===== src/rtl/meteor_scheduler_if.sv =====
`default_nettype none
// ============================================================================
// Module   : meteor_scheduler_if
// Brief    : Game-core side bundle of the meteor scheduler (control in, meteors out)
// Revision : 1.0 - initial release
// ============================================================================
interface meteor_scheduler_if;
    logic        frame_tick;
    logic        enable;
    logic        restart;
    logic [15:0] score;
    logic        meteor0_alive;
    logic        meteor1_alive;
    logic [9:0]  meteor0_x;
    logic [9:0]  meteor0_y;
    logic [2:0]  meteor0_size;
    logic [9:0]  meteor1_x;
    logic [9:0]  meteor1_y;
    logic [2:0]  meteor1_size;
    logic [1:0]  level;
    logic        slot0_falling;
    logic        slot1_falling;

    modport master (
        output frame_tick, enable, restart, score, meteor0_alive, meteor1_alive,
        input  meteor0_x, meteor0_y, meteor0_size, meteor1_x, meteor1_y, meteor1_size,
        input  level, slot0_falling, slot1_falling
    );

    modport slave (
        input  frame_tick, enable, restart, score, meteor0_alive, meteor1_alive,
        output meteor0_x, meteor0_y, meteor0_size, meteor1_x, meteor1_y, meteor1_size,
        output level, slot0_falling, slot1_falling
    );
endinterface
`default_nettype wire


===== src/rtl/meteor_scheduler.sv =====
`default_nettype none
// ============================================================================
// Module   : meteor_scheduler
// Brief    : Two-slot meteor spawner: LFSR placement, per-slot WAIT/FALL FSM
// Revision : 1.0 - initial release
// ============================================================================
module meteor_scheduler (
    input  logic              clk,
    input  logic              reset_n,
    meteor_scheduler_if.slave bus
);
    localparam logic [9:0]  c_PARK_Y    = 10'd1000;
    localparam logic [10:0] c_SCREEN_H  = 11'd480;
    localparam logic [10:0] c_Y_MAX     = c_SCREEN_H - 11'd1;
    localparam logic [9:0]  c_X_MIN     = 10'd64;
    localparam logic [9:0]  c_X_RESET   = 10'd320;
    localparam logic [7:0]  c_INIT_DLY0 = 8'd30;
    localparam logic [7:0]  c_INIT_DLY1 = 8'd90;
    localparam logic [15:0] c_LFSR_SEED = 16'hACE1;
    localparam logic [0:0]  c_ST_WAIT   = 1'b0;
    localparam logic [0:0]  c_ST_FALL   = 1'b1;

    logic [15:0] r_lfsr;
    logic [0:0]  r_state [2];
    logic [7:0]  r_cnt   [2];
    logic [9:0]  r_y     [2];
    logic [9:0]  r_x     [2];
    logic [2:0]  r_size  [2];
    logic [1:0]  r_level;
    logic [1:0]  r_kill;
    logic [1:0]  r_alive_q;

    logic [0:0]  w_state_nx [2];
    logic [7:0]  w_cnt_nx   [2];
    logic [9:0]  w_y_nx     [2];
    logic [9:0]  w_x_nx     [2];
    logic [2:0]  w_size_nx  [2];
    logic [10:0] w_ysum     [2];
    logic [1:0]  w_level_nx;
    logic [1:0]  w_kill_nx;
    logic [1:0]  w_alive;
    logic [1:0]  w_req;
    logic [1:0]  w_grant;
    logic        w_tick;
    logic        w_lfsr_fb;
    logic [2:0]  w_speed;
    logic [7:0]  w_reload_raw;
    logic [7:0]  w_reload_sub;
    logic [7:0]  w_reload;
    logic [9:0]  w_spawn_x;
    logic [2:0]  w_spawn_size;

    assign w_tick    = bus.frame_tick & bus.enable;
    assign w_alive   = {bus.meteor1_alive, bus.meteor0_alive};
    assign w_lfsr_fb = r_lfsr[15] ^ r_lfsr[13] ^ r_lfsr[12] ^ r_lfsr[10];
    assign w_speed   = {1'b0, r_level} + 3'd1;

    // At level 3 the reload can go below zero; it saturates at 0 instead of wrapping.
    assign w_reload_raw = 8'd8 + {2'b00, r_lfsr[5:0]};
    assign w_reload_sub = {4'b0000, r_level, 2'b00};
    assign w_reload     = (w_reload_raw < w_reload_sub) ? 8'd0 : (w_reload_raw - w_reload_sub);

    assign w_spawn_x    = c_X_MIN + {1'b0, r_lfsr[9:1]};
    assign w_spawn_size = (r_lfsr[15:13] > 3'd4) ? (r_lfsr[15:13] - 3'd5) : r_lfsr[15:13];

    always_comb begin
        for (int i = 0; i < 2; i++) begin
            w_ysum[i] = {1'b0, r_y[i]} + {8'b0, w_speed};
        end
    end

    always_comb begin
        w_level_nx = r_level;
        if (bus.restart) begin
            w_level_nx = 2'd0;
        end else if (w_tick) begin
            w_level_nx = (bus.score >= 16'd1024) ? 2'd3 : bus.score[9:8];
        end
    end

    always_comb begin
        // A fresh kill on a tick clock survives the clear so it is not lost.
        w_kill_nx = (r_alive_q & ~w_alive) | (r_kill & {2{~w_tick}});
        w_req     = '0;
        for (int i = 0; i < 2; i++) begin
            w_req[i] = (r_state[i] == c_ST_WAIT) && (r_cnt[i] == 8'd0);
        end
        w_grant = {w_req[1] & ~w_req[0], w_req[0]};

        for (int i = 0; i < 2; i++) begin
            w_state_nx[i] = r_state[i];
            w_cnt_nx[i]   = r_cnt[i];
            w_y_nx[i]     = r_y[i];
            w_x_nx[i]     = r_x[i];
            w_size_nx[i]  = r_size[i];
            if (bus.restart) begin
                w_state_nx[i] = c_ST_WAIT;
                w_y_nx[i]     = c_PARK_Y;
                w_cnt_nx[i]   = (i == 0) ? c_INIT_DLY0 : c_INIT_DLY1;
            end else if (w_tick) begin
                case (r_state[i])
                    c_ST_WAIT: begin
                        if (r_cnt[i] != 8'd0) begin
                            w_cnt_nx[i] = r_cnt[i] - 8'd1;
                        end else if (w_grant[i]) begin
                            w_state_nx[i] = c_ST_FALL;
                            w_y_nx[i]     = 10'd0;
                            w_x_nx[i]     = w_spawn_x;
                            w_size_nx[i]  = w_spawn_size;
                        end
                    end
                    c_ST_FALL: begin
                        if (r_kill[i] || (w_ysum[i] > c_Y_MAX)) begin
                            w_state_nx[i] = c_ST_WAIT;
                            w_y_nx[i]     = c_PARK_Y;
                            w_cnt_nx[i]   = w_reload;
                        end else begin
                            w_y_nx[i] = w_ysum[i][9:0];
                        end
                    end
                endcase
            end
        end
        if (bus.restart) begin
            w_kill_nx = '0;
        end
    end

    always_ff @(posedge clk or negedge reset_n) begin
        if (!reset_n) begin
            r_lfsr    <= c_LFSR_SEED;
            r_level   <= 2'd0;
            r_kill    <= 2'b00;
            r_alive_q <= 2'b11;
            for (int i = 0; i < 2; i++) begin
                r_state[i] <= c_ST_WAIT;
                r_cnt[i]   <= (i == 0) ? c_INIT_DLY0 : c_INIT_DLY1;
                r_y[i]     <= c_PARK_Y;
                r_x[i]     <= c_X_RESET;
                r_size[i]  <= 3'd0;
            end
        end else begin
            r_lfsr    <= {r_lfsr[14:0], w_lfsr_fb};
            r_level   <= w_level_nx;
            r_kill    <= w_kill_nx;
            r_alive_q <= w_alive;
            for (int i = 0; i < 2; i++) begin
                r_state[i] <= w_state_nx[i];
                r_cnt[i]   <= w_cnt_nx[i];
                r_y[i]     <= w_y_nx[i];
                r_x[i]     <= w_x_nx[i];
                r_size[i]  <= w_size_nx[i];
            end
        end
    end

    assign bus.meteor0_x     = r_x[0];
    assign bus.meteor0_y     = r_y[0];
    assign bus.meteor0_size  = r_size[0];
    assign bus.meteor1_x     = r_x[1];
    assign bus.meteor1_y     = r_y[1];
    assign bus.meteor1_size  = r_size[1];
    assign bus.level         = r_level;
    assign bus.slot0_falling = (r_state[0] == c_ST_FALL);
    assign bus.slot1_falling = (r_state[1] == c_ST_FALL);
endmodule
`default_nettype wire


===== src/flat_wrapper.sv =====
// flat-port wrapper written by rule: the top's interface ports become plain ports
module meteor_scheduler_flat 
  (clk, reset_n, bus_frame_tick, bus_enable, bus_restart, bus_score, bus_meteor0_alive, bus_meteor1_alive, bus_meteor0_x, bus_meteor0_y, bus_meteor0_size, bus_meteor1_x, bus_meteor1_y, bus_meteor1_size, bus_level, bus_slot0_falling, bus_slot1_falling);
  meteor_scheduler_if bus_i ();
  input  logic clk;
  input  logic reset_n;
  input wire logic [$bits(bus_i.frame_tick)-1:0] bus_frame_tick;
  input wire logic [$bits(bus_i.enable)-1:0] bus_enable;
  input wire logic [$bits(bus_i.restart)-1:0] bus_restart;
  input wire logic [$bits(bus_i.score)-1:0] bus_score;
  input wire logic [$bits(bus_i.meteor0_alive)-1:0] bus_meteor0_alive;
  input wire logic [$bits(bus_i.meteor1_alive)-1:0] bus_meteor1_alive;
  output wire logic [$bits(bus_i.meteor0_x)-1:0] bus_meteor0_x;
  output wire logic [$bits(bus_i.meteor0_y)-1:0] bus_meteor0_y;
  output wire logic [$bits(bus_i.meteor0_size)-1:0] bus_meteor0_size;
  output wire logic [$bits(bus_i.meteor1_x)-1:0] bus_meteor1_x;
  output wire logic [$bits(bus_i.meteor1_y)-1:0] bus_meteor1_y;
  output wire logic [$bits(bus_i.meteor1_size)-1:0] bus_meteor1_size;
  output wire logic [$bits(bus_i.level)-1:0] bus_level;
  output wire logic [$bits(bus_i.slot0_falling)-1:0] bus_slot0_falling;
  output wire logic [$bits(bus_i.slot1_falling)-1:0] bus_slot1_falling;
  assign bus_i.frame_tick = bus_frame_tick;
  assign bus_i.enable = bus_enable;
  assign bus_i.restart = bus_restart;
  assign bus_i.score = bus_score;
  assign bus_i.meteor0_alive = bus_meteor0_alive;
  assign bus_i.meteor1_alive = bus_meteor1_alive;
  assign bus_meteor0_x = bus_i.meteor0_x;
  assign bus_meteor0_y = bus_i.meteor0_y;
  assign bus_meteor0_size = bus_i.meteor0_size;
  assign bus_meteor1_x = bus_i.meteor1_x;
  assign bus_meteor1_y = bus_i.meteor1_y;
  assign bus_meteor1_size = bus_i.meteor1_size;
  assign bus_level = bus_i.level;
  assign bus_slot0_falling = bus_i.slot0_falling;
  assign bus_slot1_falling = bus_i.slot1_falling;
  meteor_scheduler u_core (.clk(clk), .reset_n(reset_n), .bus(bus_i));
endmodule

===== config.mk =====
export PLATFORM = sky130hd
export DESIGN_NAME = meteor_scheduler_flat
export DESIGN_NICKNAME = d
export VERILOG_FILES = /design/src/rtl/meteor_scheduler_if.sv /design/src/rtl/meteor_scheduler.sv /design/src/flat_wrapper.sv
export SDC_FILE = /design/constraint.sdc
export NUM_CORES = 1
export LEC_CHECK = 0
export ABC_AREA = 1
export CAP_MARGIN = 20
export CORE_ASPECT_RATIO = 0.7
export CORE_UTILIZATION = 40
export DETAILED_ROUTE_END_ITERATION = 8
export PLACE_DENSITY = 0.71
export SYNTH_ARGS = -nofsm -noshare
export SYNTH_HDL_FRONTEND = slang
export SYNTH_SLANG_ARGS = --single-unit

===== constraint.sdc =====
create_clock -name clk -period 3.6 [get_ports clk]
set_input_delay 0.36 -clock clk [delete_from_list [all_inputs] [get_ports clk]]
set_output_delay 0.36 -clock clk [all_outputs]
set_load 0.005 [all_outputs]

==> impl_summary.txt <==
----------------------------------------------------
[Die]
  Core region area ... 11,700 µm²
  Die footprint ... 12,500 µm²
  I/O pin cnt ... 73
  Die extent in y ... 93.8 µm
  Std-Cell Rows ... 33
  Horiz. Die Dim ... 133 µm
  Starting density of the core ... 0.410

[Power]
  P per Cell Area ... 497 nW/µm²
  Static leakage ... 0.00277 µW
  Peak supply drop ... 229 µV
  Combinational cell fraction of total power ... 0.236
  Power share of the clock group ... 0.341
  Internal power contribution ... 2080 µW
  Seq pwr share ... 0.424
  Switching power of the nets ... 892 µW
  Net Sw Frac ... 0.301

[Synth]
  Part of the Yosys area used for sequential elements ... 0.456
  Post-synthesis cell type count ... 43
  Warnings, synthesis ... 0
  Mapped Area ... 4810 µm²
  Synth async-reset ratio ... 1.00
  Leading cell types by total area after synthesis ... sky130_fd_sc_hd__dfrtp_1 27%, sky130_fd_sc_hd__dfstp_2 19%, sky130_fd_sc_hd__nand2_1 12%
  Number of synthesized register bits ... 86
  Syn Area/Cell ... 8.41 µm²
  Library cell occupying the most area in the post-synthesis netlist ... sky130_fd_sc_hd__dfrtp_1
  Proportion of netlist area held by the largest area contributor ... 0.270
  Nets in the synthesized netlist ... 612
  Prevailing post-synth register cell ... sky130_fd_sc_hd__dfrtp_1
  Number of flops mapped to enable cells by yosys ... 0
  Synthesized netlist cell count ... 572

[Clocking]
  Clock root buffer ... sky130_fd_sc_hd__clkbuf_16
  TritonCTS clock tree ... done
  CTS clock-pin slew for the worst setup and hold paths ... 0.07 ns
  Total CTS buffers ... 9
  CTS Sinks ... 86
  Worst-case clock buffer depth ... 2
  Clock insertion delay at the later pin of the skew report ... 0.34 ns
  CTS HTree Levels ... 3
  Resize count post-CTS ... 0

[Finish]
  Fill count ... 1,060
  Share of cells above drive strength 1 ... 0.160
  Layout net count ... 683
  Multi-input combinational cell area ... 2300 µm²
  Number of diodes added for antenna fixing ... 0
  Seq. cell area ... 2190 µm²
  Growth of design area from synthesis to finish ... 24.1%
  Post-Layout Cell Count ... 805

[Placed design]
  Sum of net half-perimeters after detailed placement ... 8480 µm
  DP Cell Count ... 788
  Last weighted congestion value of the routability-driven placer ... 0.895
  Number of buffers inserted by port buffering ... 64

[Critical path]
  Number of buffer and inverter stages on the critical path ... 1
  Dominant cell type by count on the critical path ... sky130_fd_sc_hd__nand2_1
  Worst path required time ... 3.87 ns
  Top delay family on crit path ... adder cells
  Worst-path cell with the longest stage delay ... sky130_fd_sc_hd__dfrtp_1
  Type of destination of the critical path ... flip-flop
  Critical path fanouts, max ... 6
  Slowest cell delay on critical path ... 0.48 ns
  WS Path Type ... reg2reg
  Data arrival time of the critical path ... 2.88 ns
  Type of origin of the critical path ... flip-flop
  CP Cell Sequence ... ha_1, fa_1, nand2_2, nand2_2, nand2_1, o21ai_0, a21oi_2, nand2_1, nand2_1, nand3_1, nand2_1, inv_1

[Detailed routing]
  First-pass detailed-route iteration total ... 5
  Remaining routing DRC violations ... 0
  DRC violation total after the first TritonRoute iteration ... 358
  Number of nets with antenna violations after detailed routing ... 0
  Vias after detailed routing ... 4,074
  Routed len/inst ... 14.5 µm
  Vias per std cell ... 5.06
  WL final ... 11,600 µm

[Timing]
  Period utilisation layout ... 0.723
  Setup-violating endpoint count in the final report ... 0
  Max-slew headroom ... 0.566
  Least-Margin Pin Slew ... 0.649 ns
  Final count of pins violating max slew ... 0
  Final number of hold-violating endpoints ... 0
  Timing-limited maximum frequency ... 384 MHz
  Final Hold Slack ... 0.370 ns
  Minimum clock period after layout ... 2.60 ns
  Setup TNS after final layout ... 0 ns
  RSZ-0062 raised after global routing ... false
  Worst setup skew after layout ... 0.00860 ns

[Global route]
  Remaining global-route overflow ... 0
  Antenna violations before repair ... 0
  Global-route wire length before repair ... 19,500 µm
  Maximum number of pins on one net before global-route repair ... 33
  Total track usage ... 0.199
  Via count of the first global-routing pass ... 3,976

[Run]
  Max-cap check violation count ... 0

[Worst hold path]
  Class of the worst hold path ... reg2reg

[Outcome]
  Result of the run ... finished clean

----------------------------------------------------
## state kept, by name, summed over array words and instances, names as in the netlist, 2 cells and up
| signal | count |
|---|---|
| u_core.bus.meteor1_y | 10 |
| u_core.bus.meteor1_size | 3 |
| u_core.r_kill | 2 |
| u_core.bus.meteor0_size | 3 |
| u_core.bus.meteor0_x | 10 |
| u_core.r_cnt | 16 |
| u_core.bus.meteor0_y | 10 |
| u_core.r_alive_q | 2 |
| u_core.r_lfsr | 16 |
| u_core.bus.meteor1_x | 10 |
| u_core.bus.level | 2 |
## metal layers
metal / track usage / up-vias / wire [µm]
met5: 0 / - / 0
met4: 0.0699 / 0 / 178
met3: 0.0361 / 13 / 423
met2: 0.312 / 97 / 5330
met1: 0.277 / 1956 / 5710
li1: - / 2008 / -
## synth_stat cells, types with 2 or more instances
master and count:
sky130_fd_sc_hd__fa_1 3, sky130_fd_sc_hd__o21ai_1 3, sky130_fd_sc_hd__a21oi_1 15, sky130_fd_sc_hd__a22oi_1 3, sky130_fd_sc_hd__xor2_1 7, sky130_fd_sc_hd__nor2_1 34
sky130_fd_sc_hd__nand4_1 18, sky130_fd_sc_hd__nand2_2 11, sky130_fd_sc_hd__inv_1 65, sky130_fd_sc_hd__dfstp_2 34, sky130_fd_sc_hd__nand3_1 40, sky130_fd_sc_hd__nor2_2 5
sky130_fd_sc_hd__xnor2_1 6, sky130_fd_sc_hd__o211ai_1 4, sky130_fd_sc_hd__buf_4 2, sky130_fd_sc_hd__nand3_4 2, sky130_fd_sc_hd__nor3_1 4, sky130_fd_sc_hd__o21a_1 13
sky130_fd_sc_hd__o21ai_0 33, sky130_fd_sc_hd__dfrtp_1 52, sky130_fd_sc_hd__o22ai_1 5, sky130_fd_sc_hd__nor2_8 2, sky130_fd_sc_hd__clkbuf_1 5, sky130_fd_sc_hd__inv_2 4
sky130_fd_sc_hd__ha_1 14, sky130_fd_sc_hd__nand3_2 4, sky130_fd_sc_hd__nor2_4 4, sky130_fd_sc_hd__or2_2 3, sky130_fd_sc_hd__nand4_2 2, sky130_fd_sc_hd__nand2_1 154
sky130_fd_sc_hd__mux2_2 2, sky130_fd_sc_hd__buf_2 4, sky130_fd_sc_hd__nand2_4 5
## worst paths after layout
check	from	endpoint	slack, ns	depth (start not counted)
worst max-delay path	u_core.bus.level[1]	u_core.bus.meteor0_y[3]	1.0	12
worst min-delay path	u_core.r_lfsr[6]	u_core.r_lfsr[7]	0.37	0
worst max register to register	u_core.bus.level[1]	u_core.bus.meteor0_y[3]	1.0	12
worst min register to register	u_core.r_lfsr[6]	u_core.r_lfsr[7]	0.37	0
max in group asynchronous	reset_n	u_core.bus.meteor0_x[6]	2.33	3
min in group asynchronous	reset_n	u_core.bus.meteor0_y[2]	0.50	2
## timing repair
item,4_1_cts,5_1_grt
hold buffers,1,0
hold endpoints to repair,13,0
setup buffers,0,0
## through the flow
stage	utilization	cell area [µm²]	total power (µW)	worst slack (ns)
floorplan	-	4810	1660	1.33
global placement	0.481	5640	1940	1.02
detailed placement	0.481	5640	1960	0.980
CTS	0.509	5970	2990	1.00
global route	0.509	5970	3130	0.729
finish	0.509	5970	2970	0.996
## cell type report
class	count	share of cell area
Clock buffer	10	0.0384
Clock inverter	6	0.0157
Multi-Input combinational cell	406	0.386
Inverter	69	0.0434
Sequential cell	86	0.368
Timing Repair Buffer	71	0.116
Tap cell	157	0.0329
## worst reg2reg max path, delay by kind of cell, from the launching register on
| kind | cells | cell delay, ns |
|---|---|---|
| AO/OA/AOI/OAI | 2 | 0.35 |
| buffers and inverters | 1 | 0.04 |
| flip-flops | 1 | 0.48 |
| adder cells (fa/ha/maj) | 2 | 0.87 |
| AND/OR/NAND/NOR | 7 | 0.80 |
## power groups by stage
| stage | clock network, µW | logic [µW] | registers (µW) |
|---|---|---|---|
| after detailed placement | 0 | 693 | 1270 |
| after floorplan | 0 | 419 | 1240 |
| after global routing | 1070 | 784 | 1270 |
| after CTS | 1030 | 702 | 1260 |
| final | 1010 | 700 | 1260 |
| after global placement | 0 | 676 | 1270 |
## cells by family after synthesis
group / share of synthesized area
simple gates: 0.304
flops: 0.456
compound gates: 0.0975
buf+inv: 0.0650
fa+ha+maj: 0.0489
xor+xnor: 0.0237
mux: 0.00468
## cell usage in the layout, fill, tap and decap left out, types with 3 or more instances in the layout
| cell type | Yosys | final |
|---|---|---|
| sky130_fd_sc_hd__nand4_1 | 18 | 18 |
| sky130_fd_sc_hd__xnor2_1 | 6 | 6 |
| sky130_fd_sc_hd__xor2_1 | 7 | 7 |
| sky130_fd_sc_hd__nand2_1 | 154 | 154 |
| sky130_fd_sc_hd__nand3_2 | 4 | 4 |
| sky130_fd_sc_hd__or2_2 | 3 | 3 |
| sky130_fd_sc_hd__o21ai_0 | 33 | 33 |
| sky130_fd_sc_hd__o21a_1 | 13 | 13 |
| sky130_fd_sc_hd__nand3_1 | 40 | 40 |
| sky130_fd_sc_hd__inv_1 | 65 | 65 |
| sky130_fd_sc_hd__nor2_1 | 34 | 34 |
| sky130_fd_sc_hd__ha_1 | 14 | 14 |
| sky130_fd_sc_hd__a21oi_1 | 15 | 15 |
| sky130_fd_sc_hd__nand2_4 | 5 | 5 |
| sky130_fd_sc_hd__o211ai_1 | 4 | 4 |
| sky130_fd_sc_hd__fa_1 | 3 | 3 |
| sky130_fd_sc_hd__inv_2 | 4 | 4 |
| sky130_fd_sc_hd__o21ai_1 | 3 | 3 |
| sky130_fd_sc_hd__dfstp_2 | 34 | 34 |
| sky130_fd_sc_hd__clkbuf_16 | 0 | 9 |
| sky130_fd_sc_hd__buf_4 | 2 | 7 |
| sky130_fd_sc_hd__o22ai_1 | 5 | 5 |
| sky130_fd_sc_hd__nor2_2 | 5 | 5 |
| sky130_fd_sc_hd__dfrtp_1 | 52 | 52 |
| sky130_fd_sc_hd__clkdlybuf4s50_1 | 0 | 63 |
| sky130_fd_sc_hd__nor3_1 | 4 | 4 |
| sky130_fd_sc_hd__a22oi_1 | 3 | 3 |
| sky130_fd_sc_hd__nand2_2 | 11 | 11 |
| sky130_fd_sc_hd__nor2_4 | 4 | 4 |
Power figures use the tool's default switching activity.
